[config.mk]
export PLATFORM = sky130hd
export DESIGN_NAME = ddr2_init_seq
export DESIGN_NICKNAME = d
export VERILOG_FILES = /design/src/rtl/ddr2_init_seq.sv
export SDC_FILE = /design/constraint.sdc
export NUM_CORES = 1
export LEC_CHECK = 0
export BUFFER_PORTS_ARGS = -buffer_cell sky130_fd_sc_hd__buf_2
export CORE_MARGIN = 5
export CORE_UTILIZATION = 53
export CTS_CLUSTER_DIAMETER = 30
export CTS_CLUSTER_SIZE = 20
export DETAILED_ROUTE_END_ITERATION = 10
export PLACE_DENSITY = 0.77
export SYNTH_ARGS = -nofsm -noshare
export SYNTH_HDL_FRONTEND = slang
export SYNTH_SLANG_ARGS = --single-unit
[constraint.sdc]
create_clock -name clk -period 3.4 [get_ports clk]
set_clock_uncertainty 0.1 [all_clocks]
set_input_delay 0.34 -clock clk [delete_from_list [all_inputs] [get_ports clk]]
set_output_delay 0.34 -clock clk [all_outputs]
set_load 0.005 [all_outputs]
[src/rtl/ddr2_init_seq.sv]
// DDR2 power-up init sequencer: JEDEC command stream to the DIMM, then init_done.
// Define DDR2_INIT_OCD_EN to add the OCD default/exit EMRS1 pair after the final MRS.
`ifndef DRAM_BA_WIDTH
`define DRAM_BA_WIDTH 3
`endif
`ifndef DRAM_ADDR_WIDTH
`define DRAM_ADDR_WIDTH 14
`endif

module ddr2_init_seq #(
  parameter int          T_INIT    = 200,
  parameter int          T_XPR     = 40,
  parameter int          T_RP      = 4,
  parameter int          T_MRD     = 2,
  parameter int          T_RFC     = 26,
  parameter int          T_DLLK    = 200,
  parameter logic [15:0] MR_VALUE  = 16'h0642,
  parameter logic [15:0] EMR_VALUE = 16'h0000
) (
  input  logic                        clk,
  input  logic                        rst,
  output logic                        cke,
  output logic                        cs_n,
  output logic                        ras_n,
  output logic                        cas_n,
  output logic                        we_n,
  output logic [`DRAM_BA_WIDTH-1:0]   ba,
  output logic [`DRAM_ADDR_WIDTH-1:0] addr,
  output logic                        odt,
  output logic                        init_done
);

  localparam int BW = `DRAM_BA_WIDTH;
  localparam int AW = `DRAM_ADDR_WIDTH;

  localparam logic [AW-1:0] MR_A  = AW'(MR_VALUE);
  localparam logic [AW-1:0] EMR_A = AW'(EMR_VALUE);

  typedef enum logic [3:0] {
    WAIT_INIT,
    CKE_ON,
    PREA1,
    EMRS2,
    EMRS3,
    EMRS1,
    MRS_DLLRST,
    PREA2,
    REF1,
    REF2,
    MRS_FIN,
    OCD_DEF,
    OCD_EXIT,
    WAIT_DLL,
    DONE
  } state_t;

  state_t state_q, state_d;
  logic [15:0] cnt_q, cnt_d;
  logic [15:0] dll_cnt_q, dll_cnt_d;
  logic dll_arm_q, dll_arm_d;
  logic dll_exp;

  logic cke_d, cs_n_d, ras_n_d, cas_n_d, we_n_d, done_d;
  logic [BW-1:0] ba_d;
  logic [AW-1:0] addr_d;

  assign dll_exp = dll_arm_q && (dll_cnt_q == 16'd0);

  // shared spacing counter: loaded on entry, state advances when it hits 0
  always_comb begin
    state_d = state_q;
    cnt_d   = cnt_q;
    if (cnt_q != 16'd0) begin
      cnt_d = cnt_q - 16'd1;
    end else begin
      unique case (state_q)
        WAIT_INIT:  state_d = CKE_ON;
        CKE_ON:     state_d = PREA1;
        PREA1:      state_d = EMRS2;
        EMRS2:      state_d = EMRS3;
        EMRS3:      state_d = EMRS1;
        EMRS1:      state_d = MRS_DLLRST;
        MRS_DLLRST: state_d = PREA2;
        PREA2:      state_d = REF1;
        REF1:       state_d = REF2;
        REF2:       state_d = MRS_FIN;
`ifdef DDR2_INIT_OCD_EN
        MRS_FIN:    state_d = OCD_DEF;
`else
        MRS_FIN:    state_d = dll_exp ? DONE : WAIT_DLL;
`endif
        OCD_DEF:    state_d = OCD_EXIT;
        OCD_EXIT:   state_d = dll_exp ? DONE : WAIT_DLL;
        WAIT_DLL:   if (dll_exp) state_d = DONE;
        DONE:       state_d = DONE;
        default:    state_d = WAIT_INIT;
      endcase
    end
    if (state_d != state_q) begin
      unique case (state_d)
        CKE_ON:       cnt_d = 16'(T_XPR - 1);
        PREA1, PREA2: cnt_d = 16'(T_RP - 1);
        REF1, REF2:   cnt_d = 16'(T_RFC - 1);
        EMRS2, EMRS3, EMRS1, MRS_DLLRST,
        MRS_FIN, OCD_DEF, OCD_EXIT:
                      cnt_d = 16'(T_MRD - 1);
        default:      cnt_d = 16'd0;
      endcase
    end
  end

  // DLL lock timer runs alongside the remaining commands
  always_comb begin
    dll_arm_d = dll_arm_q;
    dll_cnt_d = dll_cnt_q;
    if (state_d == MRS_DLLRST && state_q != MRS_DLLRST) begin
      dll_arm_d = 1'b1;
      dll_cnt_d = 16'(T_DLLK - 1);
    end else if (dll_arm_q && dll_cnt_q != 16'd0) begin
      dll_cnt_d = dll_cnt_q - 16'd1;
    end
  end

  // a command goes out only on the first cycle of its state
  always_comb begin
    cke_d   = 1'b1;
    cs_n_d  = 1'b0;
    ras_n_d = 1'b1;
    cas_n_d = 1'b1;
    we_n_d  = 1'b1;
    ba_d    = '0;
    addr_d  = '0;
    done_d  = (state_d == DONE);
    if (state_d == WAIT_INIT) begin
      cke_d  = 1'b0;
      cs_n_d = 1'b1;
    end
    if (state_d != state_q) begin
      unique case (state_d)
        PREA1, PREA2: begin
          ras_n_d    = 1'b0;
          we_n_d     = 1'b0;
          addr_d[10] = 1'b1;
        end
        REF1, REF2: begin
          ras_n_d = 1'b0;
          cas_n_d = 1'b0;
        end
        EMRS2: begin
          {ras_n_d, cas_n_d, we_n_d} = 3'b000;
          ba_d = BW'(2);
        end
        EMRS3: begin
          {ras_n_d, cas_n_d, we_n_d} = 3'b000;
          ba_d = BW'(3);
        end
        EMRS1, OCD_EXIT: begin
          {ras_n_d, cas_n_d, we_n_d} = 3'b000;
          ba_d   = BW'(1);
          addr_d = EMR_A;
        end
        OCD_DEF: begin
          {ras_n_d, cas_n_d, we_n_d} = 3'b000;
          ba_d   = BW'(1);
          addr_d = EMR_A | AW'(16'h0380);
        end
        MRS_DLLRST: begin
          {ras_n_d, cas_n_d, we_n_d} = 3'b000;
          addr_d = MR_A | AW'(16'h0100);
        end
        MRS_FIN: begin
          {ras_n_d, cas_n_d, we_n_d} = 3'b000;
          addr_d = MR_A;
        end
        default: ;
      endcase
    end
  end

  always_ff @(posedge clk or posedge rst) begin
    if (rst) begin
      state_q   <= WAIT_INIT;
      cnt_q     <= 16'(T_INIT - 1);
      dll_cnt_q <= 16'd0;
      dll_arm_q <= 1'b0;
      cke       <= 1'b0;
      cs_n      <= 1'b1;
      ras_n     <= 1'b1;
      cas_n     <= 1'b1;
      we_n      <= 1'b1;
      ba        <= '0;
      addr      <= '0;
      odt       <= 1'b0;
      init_done <= 1'b0;
    end else begin
      state_q   <= state_d;
      cnt_q     <= cnt_d;
      dll_cnt_q <= dll_cnt_d;
      dll_arm_q <= dll_arm_d;
      cke       <= cke_d;
      cs_n      <= cs_n_d;
      ras_n     <= ras_n_d;
      cas_n     <= cas_n_d;
      we_n      <= we_n_d;
      ba        <= ba_d;
      addr      <= addr_d;
      odt       <= 1'b0;
      init_done <= done_d;
    end
  end

endmodule

# Word-level counts from Yosys, hierarchy flattened
# Memory sizes are Yosys's and may differ from the RTL's.
# Cells that the tools add are included.
# op_classes
bitwise	0
addsub	2
multipliers	0
shifts	0
n_eq_ne	28
muxes	21
n_div	0
n_reduce_logical	16
n_lt_le_gt_ge	0
# ops
cell	n
16-bit 2-to-1 mux	4
4-bit one-hot mux with 14 select lines	1
4-bit == test, second input constant	13
4-bit by 3-bit == test with 1-bit output, second input constant	8
16-bit nonzero test	2
16-bit by 1-bit subtractor with 16-bit output, second input constant	2
10-bit one-hot mux with 3 select lines	1
9-bit OR reduction	2
4-bit by 2-bit == test with 1-bit output, second input constant	4
16-bit zero test	1
11-bit 2-to-1 mux	1
11-bit OR reduction	1
1-bit 2-to-1 mux	9
4-bit zero test	2
4-bit 2-to-1 mux	2
2-bit one-hot mux with 3 select lines	1
4-bit by 1-bit == test with 1-bit output, second input constant	1
2-bit 2-to-1 mux	2
4-bit by 3-bit inequality test with 1-bit output, second input constant	1
4-bit inequality test	1
2-bit nonzero test	2
4-bit OR reduction	1
1-bit logical AND	3
3-bit OR reduction	1
2-bit OR reduction	1
# word_totals
output_inout_bits	24
mem_bits_rw	0
memories	1
reg_bits	60
latchBits	0
elab_cells	80
mem_bits_ro	96
in_bits	2
# memory_table
name	depth	width	rd	rd_ports_with_merged_regs	write_ports	line_no	text
(name not given)	16	6	1	0	0	100	unique case (state_d)

# Logic depth before layout (Yosys ltp)
# Gate-level depths: netlist of run 1.
# logic_depth
depth_word	9
depth_mapped	14

# Worst setup path before layout of run 1
# No wires, ideal clock.
# synth_path
path_type	flip-flop to flip-flop
start	reg dll_cnt_q[13]
end	reg dll_cnt_q[10]
setup_ps	132
t_arrival_ps	2929
period_less_slack_ps	3161
t_required_ps	3168
path_buffers	1
path_stages_with_launch	12
setup_slack_ps	239
cell_sequence	dfrtp_1 -> or4_1 -> nor4_2 -> and3_1 -> o21ai_0 -> o21ai_0 -> o21a_1 -> ha_1 -> nand2b_1 -> a21oi_1 -> clkbuf_1 -> nor2_1
# synth_via
elab_chain_len	8
elab_cells_between_ends	12
cone_classes	1 x eq/ne; 5 x mux; 6 x reduce/logical
# synth_lines
item	line_no	text
from (decl)	59	logic [15:0] dll_cnt_q, dll_cnt_d;
from (signal assigned)	198	dll_cnt_q <= dll_cnt_d;
16-bit zero test	67	assign dll_exp = dll_arm_q && (dll_cnt_q == 16'd0);
1-bit logical AND	67	
4-bit 2-to-1 mux or 2-bit 2-to-1 mux (tied branches)	94, 90, 93	
4-bit one-hot mux with 14 select lines	76	unique case (state_q)
4-bit 2-to-1 mux	73	if (cnt_q != 16'd0) begin
4-bit by 3-bit == test with 1-bit output	116	if (state_d == MRS_DLLRST && state_q != MRS_DLLRST) begin
1-bit logical AND	116	
16-bit 2-to-1 mux or 2-bit nonzero test (tied branches)	-	
# Several ways; a longest one is shown, not always the timed one.
# A chain may end at the register's enable or synchronous reset.

# Worst setup path in the final report of run 1
# layout_path
start	reg dll_cnt_q[12]
end	reg ras_n
# layout_via
elab_chain_len	9
elab_cells_between_ends	21
cone_classes	12 x eq/ne; 6 x mux; 3 x reduce/logical
# layout_lines
item	line_no	text
16-bit zero test (*)	67	
1-bit logical AND (*)	67	
4-bit 2-to-1 mux or 2-bit 2-to-1 mux (tied branches)	94, 90, 93	
4-bit one-hot mux with 14 select lines (*)	76	
4-bit 2-to-1 mux (*)	73	
4-bit by 3-bit == test with 1-bit output, or another cell as far along	139	unique case (state_d)
11-bit OR reduction (no source line)	-	
1-bit 2-to-1 mux	139	
1-bit 2-to-1 mux (*)	138	if (state_d != state_q) begin
net ras_n_d	63	logic cke_d, cs_n_d, ras_n_d, cas_n_d, we_n_d, done_d;
to (signal assigned)	202	ras_n <= ras_n_d;
to (decl)	24	output logic ras_n,
# Mark *: on every way through the listed nets, which the timed path passes. The rest lies on a longest branch.

==> out/metrics.yaml, run 1 <==
multi_input_area_um2: 1380
finalCriticalPeriod_ns: 3.11
fin_area_um2: 2980
internal_power_uw: 816
die_x_um: 82.1
p_clk_frac: 0.406
tns_ns: 0
hold_class: "primary input to asynchronous set/reset pin"
comb_power_share: 0.014
grt_pass1_vias: 1902
synth-seq-cells: 50
syn_area_per_cell_um2: 9.92
first_pass_iters: 4
critPathRequiredTime_ns: 3.54
setup_viol: 0
synth_cells: 278
grt_use_total: 0.166
synth_top_family_by_area: "simple AND/OR/NAND/NOR gates"
cts_tree: "yes"
cpMaxStageDelayCell: "or4_1"
ant_nets: 0
synth_top_area_frac: 0.372
diodes: 0
post-dp-hpwl_mm: 3.53
htree_num_levels: 2
drc: 0
total_power_uw: 1020
overflow: 0
critPathArrivalTime_ns: 3.24
async_flop_share: 1.00
layout-drive-gt1-share: 0.184
insertion_delay_ns: 0.31
grt_first_pass_wirelength_mm: 8.65
ir_drop_mv: 0.167
ys.flop_type: "dfrtp_1"
cts_root_buffer: "clkbuf_8"
die_h_um: 82.1
final_cell_mix: "dfrtp_1 (41), nor2_1 (29), xnor2_1 (16)"
syn_to_final_growth_pct: 8.12
vias: 1982
clock_path_buffers: 2
coreArea_um2: 5070
cp-end-kind: "register"
vias_per_cell: 5.46
worst-slew-pin-transition_ns: 0.996
crit_family: "simple AND/OR/NAND/NOR gates"
port_buffers: 15
power_per_cell_area_nw_per_um2: 344
yosysTopAreaCell: "dfrtp_1"
synth-edff-count: 0
slew_headroom: 0.335
yosysWarnings: 0
wl_per_cell_um: 13.7
final_common_cell: "dfrtp_1"
numCtsBuffers: 5
start_util: 0.543
grt_max_degree: 51
cts_sinks: 50
fill_cells: 454
dpl_cell_area_um2: 2860
startpoint_type: "register"
critical_path.max_fanout: 5
path_buf_inv: 0
p_seq_frac: 0.581
clk_pin_slew_ns: 0.09
synth_compound_area_frac: 0.121
worst_slack_ns: 0.293
synthMuxAreaShare: 0.00726
wl_mm: 4.99
nNetsFinal: 303
p_switching_uw: 208
drtIter0Drc: 222
outcome: "finished, final reports clean"
yosys.area_share.adder: 0.0408
yosysSeqAreaShare: 0.458
boundaryPins: 26
hold_viol_final: 0
fmax_mhz: 322
netSwitchingFraction: 0.203
globalplace.congestion: 0.878
path_cells: "or4_1 -> nor4_4 -> and3_2 -> nor3_1 -> o21ai_0 -> o21a_1 -> ha_1 -> o311ai_0 -> a21oi_1 -> o31ai_1"
die_area_um2: 6750
crit_path_max_incr_delay_ns: 0.61
synthSimpleGateAreaFrac: 0.234
drv_cap: 0
synthTopCellsByArea: "dfrtp_1 (37%), dfstp_2 (8.6%), xnor2_1 (5.1%)"
drv_slew: 0
num_rows: 26
layout.cells.non_filler: 363
rsz0062_at_grt: "false"
yosysUniqueCellTypes: 57
grt_antenna_before_repair: 0
min_period_over_period: 0.914
placedCellCount: 355
regArea_um2: 1260
path_class: "register to register"
syn_area_um2: 2760
leakagePower_uw: 0.00140
synth_xor_area_frac: 0.0794
dp_slack_ns: 0.175
power groups by stage:
stage / Combinational, uW / Clock (uW) / Sequential, uW
after floorplan: 19.3 / 0 / 606
after global placement: 14.7 / 0 / 606
after detailed placement: 14.9 / 0 / 606
after CTS: 15.1 / 426 / 595
after global routing: 17.6 / 454 / 595
final: 14.1 / 416 / 595
stage by stage:
step                       util  hold WS [ns]
final                     0.588         0.173
after CTS                 0.585         0.218
after global routing      0.588         0.259
after floorplan               -         0.363
after global placement    0.563         0.377
after detailed placement  0.563         0.388
area by class of cell:
cell class,instances,area share
Clock buffer,6,0.0243
Clock inverter,2,0.0130
Inverter,9,0.0113
Multi-Input combinational cell,207,0.463
Sequential cell,50,0.423
Tap cell,70,0.0294
Timing Repair Buffer,19,0.0352
worst reg2reg max path: stages, from the launching register on:
cell and delay (ns):
dfrtp_1 0.41, or4_1 0.61, nor4_4 0.32, and3_2 0.27
nor3_1 0.05, o21ai_0 0.22, o21a_1 0.23, ha_1 0.26
o311ai_0 0.16, a21oi_1 0.29, o31ai_1 0.11
kinds of logic after synthesis:
family / after synthesis
flops: 50
simple gates: 112
other cells: 1
mux: 2
buf+inv: 30
fa+ha+maj: 9
xor+xnor: 25
compound gates: 49
timing repair:
item / in CTS / in global routing
buffers inserted: 0 / 0
gates resized for setup: 0 / 7
endpoints found under the setup margin: 0 / 21
endpoints found under the hold margin: 0 / 0
hold buffers: 0 / 0
registers in the layout, indices dropped and copies added, names as in the netlist:
signal	cells
dll_cnt_q	16
cs_n	1
ras_n	1
init_done	1
state_q	4
dll_arm_q	1
cas_n	1
ba	2
cke	1
we_n	1
cnt_q	16
addr	5
final timing paths:
| check | start | end | slack [ns] | cells past startpoint |
|---|---|---|---|---|
| max in group asynchronous | rst | dll_cnt_q[0] | 2.42 | 2 |
| min in group clk | cnt_q[6] | cnt_q[6] | 0.40 | 1 |
| worst min register to register | cnt_q[6] | cnt_q[6] | 0.40 | 1 |
| worst max register to register | dll_cnt_q[12] | ras_n | 0.29 | 10 |
| worst min-delay path | rst | state_q[0] | 0.17 | 2 |
| worst max-delay path | dll_cnt_q[12] | ras_n | 0.29 | 10 |
cell usage after synthesis, types with 2 or more instances:
cell type	n
dfrtp_1	41
nor2_1	29
xnor2_1	16
nand2_1	12
buf_4	11
nand3_1	11
nor3_1	11
dfstp_2	9
ha_1	9
o21ai_0	9
xor2_1	9
a21oi_1	8
clkbuf_1	8
inv_1	7
nand2b_1	7
nand4b_1	5
o31ai_1	5
or3_1	5
a31oi_1	4
and2_1	4
nand3b_1	4
or4_1	4
and3_1	3
nand4_1	3
nor4_1	3
o21ai_1	3
inv_2	2
mux2i_1	2
nor3_2	2
nor4_2	2
o211ai_1	2
o311a_1	2
or2_2	2
routing by layer:
metal,track usage,part of all wire,vias up
met4,0.0449,0.012,0
li1,-,-,994
met3,0.0445,0.043,7
met2,0.281,0.49,37
met1,0.209,0.45,944
met5,0,0,-
Power figures use the tool's default switching activity.
==> run 2: changes to the inputs <==
==> constraint.sdc (replaced) <==
create_clock -name clk -period 2.6 [get_ports clk]
set_clock_uncertainty 0.1 [all_clocks]
set_input_delay 0.26 -clock clk [delete_from_list [all_inputs] [get_ports clk]]
set_output_delay 0.26 -clock clk [all_outputs]
set_load 0.01 [all_outputs]
==> out/metrics.yaml, run 2 (same netlist as run 1, synthesis figures left out) <==
cpMaxStageDelayCell: "or4_4"  # was or4_1
die_x_um: 82.1  # unchanged
grt_antenna_before_repair: 0  # unchanged
setup_viol: 30  # was 0
vias: 2222  # was 1982
startpoint_type: "register"  # unchanged
grt_first_pass_wirelength_mm: 9.66  # was 8.65 mm
r2r-end: "cas_n"  # was ras_n
syn_to_final_growth_pct: 27.0  # was 8.12%
crit_start: "dll_cnt_q[13]"  # was dll_cnt_q[12]
crit_path_max_incr_delay_ns: 0.56  # was 0.61 ns
layout-drive-gt1-share: 0.374  # was 0.184
cp-end-kind: "register"  # unchanged
fin_area_um2: 3500  # was 2980 um^2
dpl_cell_area_um2: 3210  # was 2860 um^2
path_depth: 10  # unchanged
globalplace.congestion: 0.886  # was 0.878
nNetsFinal: 352  # was 303
drv_cap: 0  # unchanged
worst_slack_ns: -0.100  # was 0.293 ns
num_rows: 26  # unchanged
final_common_cell: "buf_4"  # was dfrtp_1
grt_max_degree: 28  # was 51
tns_ns: -1.52  # was 0 ns
post-dp-hpwl_mm: 4.12  # was 3.53 mm
leakagePower_uw: 0.00164  # was 0.00140 uW
coreArea_um2: 5070  # unchanged
clock_path_buffers: 2  # unchanged
hold_viol_final: 0  # unchanged
regArea_um2: 1260  # unchanged
final_cell_mix: "buf_4 (51), dfrtp_1 (41), nor2_1 (28)"  # was dfrtp_1 (41), nor2_1 (29), xnor2_1 (16)
overflow: 0  # unchanged
cts_root_buffer: "clkbuf_8"  # unchanged
fill_cells: 393  # was 454
ant_nets: 0  # unchanged
drv_slew: 0  # unchanged
rsz0062_at_grt: "true"  # was false
grt_pass1_vias: 2128  # was 1902
reg2reg_slack_ns: -0.10  # was 0.29 ns
wl_mm: 5.96  # was 4.99 mm
fmax_mhz: 370  # was 322 MHz
diodes: 0  # unchanged
path_class: "register to register"  # unchanged
largestRegisters: "cnt_q: 16 flops, dll_cnt_q: 16 flops, addr: 5 flops"  # unchanged
drtIter0Drc: 181  # was 222
wl_per_cell_um: 14.5  # was 13.7 um
critPathArrivalTime_ns: 2.82  # was 3.24 ns
internal_power_uw: 1050  # was 816 uW
netSwitchingFraction: 0.204  # was 0.203
crit_end: "cas_n"  # was ras_n
total_power_uw: 1320  # was 1020 uW
vias_per_cell: 5.39  # was 5.46
cts_tree: "yes"  # unchanged
grt_use_total: 0.189  # was 0.166
cpMostUsedCell: "o21ai_2"
finalCriticalPeriod_ns: 2.70  # was 3.11 ns
p_clk_frac: 0.391  # was 0.406
port_buffers: 15  # unchanged
path_cells: "or4_4 -> nor4_4 -> and3_4 -> o21ai_2 -> o21ai_2 -> o21ai_2 -> ha_2 -> nand3b_1 -> o311a_1 -> o31ai_2"  # was or4_1 -> nor4_4 -> and3_2 -> nor3_1 -> o21ai_0 -> o21a_1 -> ha_1 -> o311ai_0 -> a21oi_1 -> o31ai_1
critical_path.max_fanout: 4  # was 5
hold-worst-slack_ns: 0.405  # was 0.173 ns
hold_class: "register to register"  # was primary input to asynchronous set/reset pin
clk_pin_slew_ns: 0.09  # about the same
htree_num_levels: 2  # unchanged
outcome: "finished, violations left"  # was finished, final reports clean
start_util: 0.543  # unchanged
path_buf_inv: 0  # unchanged
critPathRequiredTime_ns: 2.72  # was 3.54 ns
violations: "negative setup slack"
reg2reg_depth: 10  # unchanged
slew_headroom: 0.543  # was 0.335
comb_power_share: 0.020  # was 0.014
power_per_cell_area_nw_per_um2: 377  # was 344 nW/um^2
boundaryPins: 26  # unchanged
finish.utilization: 0.690  # was 0.588
drc: 0  # unchanged
cts_sinks: 50  # unchanged
p_seq_frac: 0.589  # was 0.581
first_pass_iters: 4  # unchanged
die_area_um2: 6750  # unchanged
crit_family: "simple AND/OR/NAND/NOR gates"  # unchanged
multi_input_area_um2: 1520  # was 1380 um^2
min_period_over_period: 1.04  # was 0.914
timing.rr.start: "dll_cnt_q[13]"  # was dll_cnt_q[12]
ir_drop_mv: 0.389  # was 0.167 mV
die_h_um: 82.1  # unchanged
numCtsBuffers: 5  # unchanged
insertion_delay_ns: 0.30  # was 0.31 ns
worst-slew-pin-transition_ns: 0.682  # was 0.996 ns
p_switching_uw: 269  # was 208 uW
-- run 2: how the worst min path moves through the flow --
stage,from,to,slack [ns],cells past startpoint
global route,cnt_q[15],cnt_q[15],0.42,1
finish,cnt_q[15],cnt_q[15],0.40,1
floorplan,dll_cnt_q[6],dll_cnt_q[6],0.36,2
global placement,rst,cnt_q[14],0.25,2
CTS,cnt_q[15],cnt_q[15],0.40,1
detailed placement,rst,cnt_q[12],0.26,2
-- run 2: cell type report --
cell class	count	area share
Multi-Input combinational cell	207	0.434
Inverter	9	0.00965
Tap cell	70	0.0250
Timing Repair Buffer	68	0.139
Clock buffer	8	0.0315
Sequential cell	50	0.361
-- run 2: metrics by stage --
stage	instances	worst slack [ns]
after floorplan	287	-0.0902
after CTS	408	-0.0870
after global routing	412	-0.230
after detailed placement	393	-0.102
after global placement	393	-0.0461
final	412	-0.100
-- run 2: repair_timing --
item                                    4_1_cts  5_1_grt
endpoints found under the hold margin        23        0
hold buffers                                  1        0
endpoints found under the setup margin       28       33
pin swaps                                     8        8
setup buffers                                 6        4
resized for setup                            11       11
-- run 2: power by group through the flow --
stage	registers, uW	clock network, uW	logic, uW
3_3_place_gp	793	0	25.2
4_1_cts	778	527	26.5
3_5_place_dp	793	0	25.5
5_1_grt	778	565	30.9
2_1_floorplan	793	0	28.7
6_report	778	516	25.9
-- run 2: per-layer routing --
layer / global-route usage / vias to the layer above / share of wire
met5: 0 / - / 0
met4: 0.0980 / 0 / 0.028
met3: 0.0347 / 14 / 0.033
met2: 0.304 / 52 / 0.51
met1: 0.245 / 1063 / 0.43
li1: - / 1093 / -
==> run 3: changes to the inputs <==
Settings changed: SKIP_CTS_REPAIR_TIMING from default to 1.
==> out/metrics.yaml, run 3 (same netlist as run 1, synthesis figures left out) <==
cpMaxStageDelayCell: "or4_4"  # unchanged
wl_mm: 6.16  # was 5.96 mm
vias: 2211  # was 2222
globalplace.congestion: 0.886  # unchanged
die_area_um2: 6750  # unchanged
grt_first_pass_wirelength_mm: 9.38  # was 9.66 mm
cts_tree: "yes"  # unchanged
fmax_mhz: 355  # was 370 MHz
hold_viol_final: 0  # unchanged
cp-end-kind: "register"  # unchanged
min_period_over_period: 1.08  # was 1.04
nNetsFinal: 349  # was 352
crit_path_max_incr_delay_ns: 0.56  # about the same
fill_cells: 383  # was 393
rsz0062_at_grt: "true"  # unchanged
insertion_delay_ns: 0.30  # about the same
met1_usage: 0.243  # was 0.245
die_h_um: 82.1  # unchanged
syn_to_final_growth_pct: 28.1  # was 27.0%
cts_root_buffer: "clkbuf_8"  # unchanged
violations: "negative setup slack"  # unchanged
grt_use_total: 0.183  # was 0.189
first_pass_iters: 4  # unchanged
worst_slack_ns: -0.216  # was -0.100 ns
die_x_um: 82.1  # unchanged
dp_slack_ns: -0.102  # unchanged
slew_headroom: 0.529  # was 0.543
leakagePower_uw: 0.00164  # about the same
grt_util_met2: 0.294  # was 0.304
final_common_cell: "buf_4"  # unchanged
worst-slew-pin-transition_ns: 0.703  # was 0.682 ns
htree_num_levels: 2  # unchanged
placedCellCount: 393  # unchanged
path_class: "register to register"  # unchanged
hold-worst-slack_ns: 0.407  # was 0.405 ns
hold_class: "register to register"  # unchanged
reg2reg_slack_ns: -0.22  # was -0.10 ns
boundaryPins: 26  # unchanged
cts_sinks: 50  # unchanged
start_util: 0.543  # unchanged
outcome: "finished, violations left"  # unchanged
clk_pin_slew_ns: 0.09  # about the same
port_buffers: 15  # unchanged
grt_busiest_layer: "met2"  # unchanged
ant_nets: 0  # unchanged
post-dp-hpwl_mm: 4.12  # unchanged
path_cells: "or4_4 -> nor4_4 -> and3_4 -> a21oi_2 -> o21ai_2 -> o21ai_2 -> ha_4 -> o311a_1 -> o31ai_2"  # was or4_4 -> nor4_4 -> and3_4 -> o21ai_2 -> o21ai_2 -> o21ai_2 -> ha_2 -> nand3b_1 -> o311a_1 -> o31ai_2
layout-drive-gt1-share: 0.375  # was 0.374
wl_per_cell_um: 15.1  # was 14.5 um
grt_pass1_vias: 2025  # was 2128
grt_max_degree: 28  # unchanged
drv_slew: 0  # unchanged
setup_viol: 28  # was 30
vias_per_cell: 5.41  # was 5.39
largestRegisters: "cnt_q: 16 flops, dll_cnt_q: 16 flops, addr: 5 flops"  # unchanged
grt_antenna_before_repair: 0  # unchanged
layout.cells.non_filler: 409  # was 412
clock_path_buffers: 2  # unchanged
drtIter0Drc: 170  # was 181
drc: 0  # unchanged
fin_area_um2: 3530  # was 3500 um^2
ir_drop_mv: 0.332  # was 0.389 mV
finalCriticalPeriod_ns: 2.82  # was 2.70 ns
use_met3: 0.0325  # was 0.0347
power_per_cell_area_nw_per_um2: 374  # was 377 nW/um^2
coreArea_um2: 5070  # unchanged
critical_path.max_fanout: 4  # unchanged
numCtsBuffers: 5  # unchanged
overflow: 0  # unchanged
critPathRequiredTime_ns: 2.72  # about the same
drv_cap: 0  # unchanged
total_power_uw: 1320  # about the same
cpMostUsedCell: "o21ai_2"  # unchanged
num_rows: 26  # unchanged
diodes: 0  # unchanged
final_cell_mix: "buf_4 (47), dfrtp_1 (41), nor2_1 (29)"  # was buf_4 (51), dfrtp_1 (41), nor2_1 (28)
startpoint_type: "register"  # unchanged
dpl_cell_area_um2: 3210  # unchanged
critPathArrivalTime_ns: 2.94  # was 2.82 ns
-- run 3: worst paths after layout --
| kind | start | to | cells past startpoint |
|---|---|---|---|
| worst max-delay path | dll_cnt_q[12] | cas_n | 9 |
| worst min-delay path | cnt_q[15] | cnt_q[15] | 1 |
| worst max register to register | dll_cnt_q[12] | cas_n | 9 |
| worst min register to register | cnt_q[15] | cnt_q[15] | 1 |
| max in group asynchronous | rst | we_n | 4 |
| min in group asynchronous | rst | cnt_q[12] | 3 |
-- run 3: critical path, delay by kind of cell, from the launching register on --
family / cells / cell delay (ns)
AO/OA/AOI/OAI: 5 / 0.96
adder cells (fa/ha/maj): 1 / 0.22
flip-flops: 1 / 0.41
AND/OR/NAND/NOR: 3 / 1.04
-- run 3: layout make-up --
type / count / area (um^2) / area share
multi-input cells: 207 / 1560 / 0.441
repair buffers: 65 / 483 / 0.137
well taps: 70 / 87.6 / 0.0248
flip-flops and latches: 50 / 1260 / 0.357
clock buffers: 8 / 110 / 0.0312
inverters: 9 / 33.8 / 0.00956
-- run 3: power by group --
group | switching [uW] | total (uW) | internal [uW]
sequential | 0 | 778 | 778
clock | 251 | 520 | 269
combinational | 22.2 | 25.9 | 3.62
-- run 3: per-stage QoR --
stage                     TNS, ns  utilization
after floorplan             -1.02            -
after global placement    -0.0857        0.633
after detailed placement   -0.638        0.633
after CTS                   -1.55        0.655
after global routing        -7.23        0.696
final                       -4.27        0.696
-- run 3: per-layer routing --
layer	share of wire	routed length (um)
met2	0.51	3170
met5	0	0
met4	0.029	177
met3	0.032	194
met1	0.42	2620
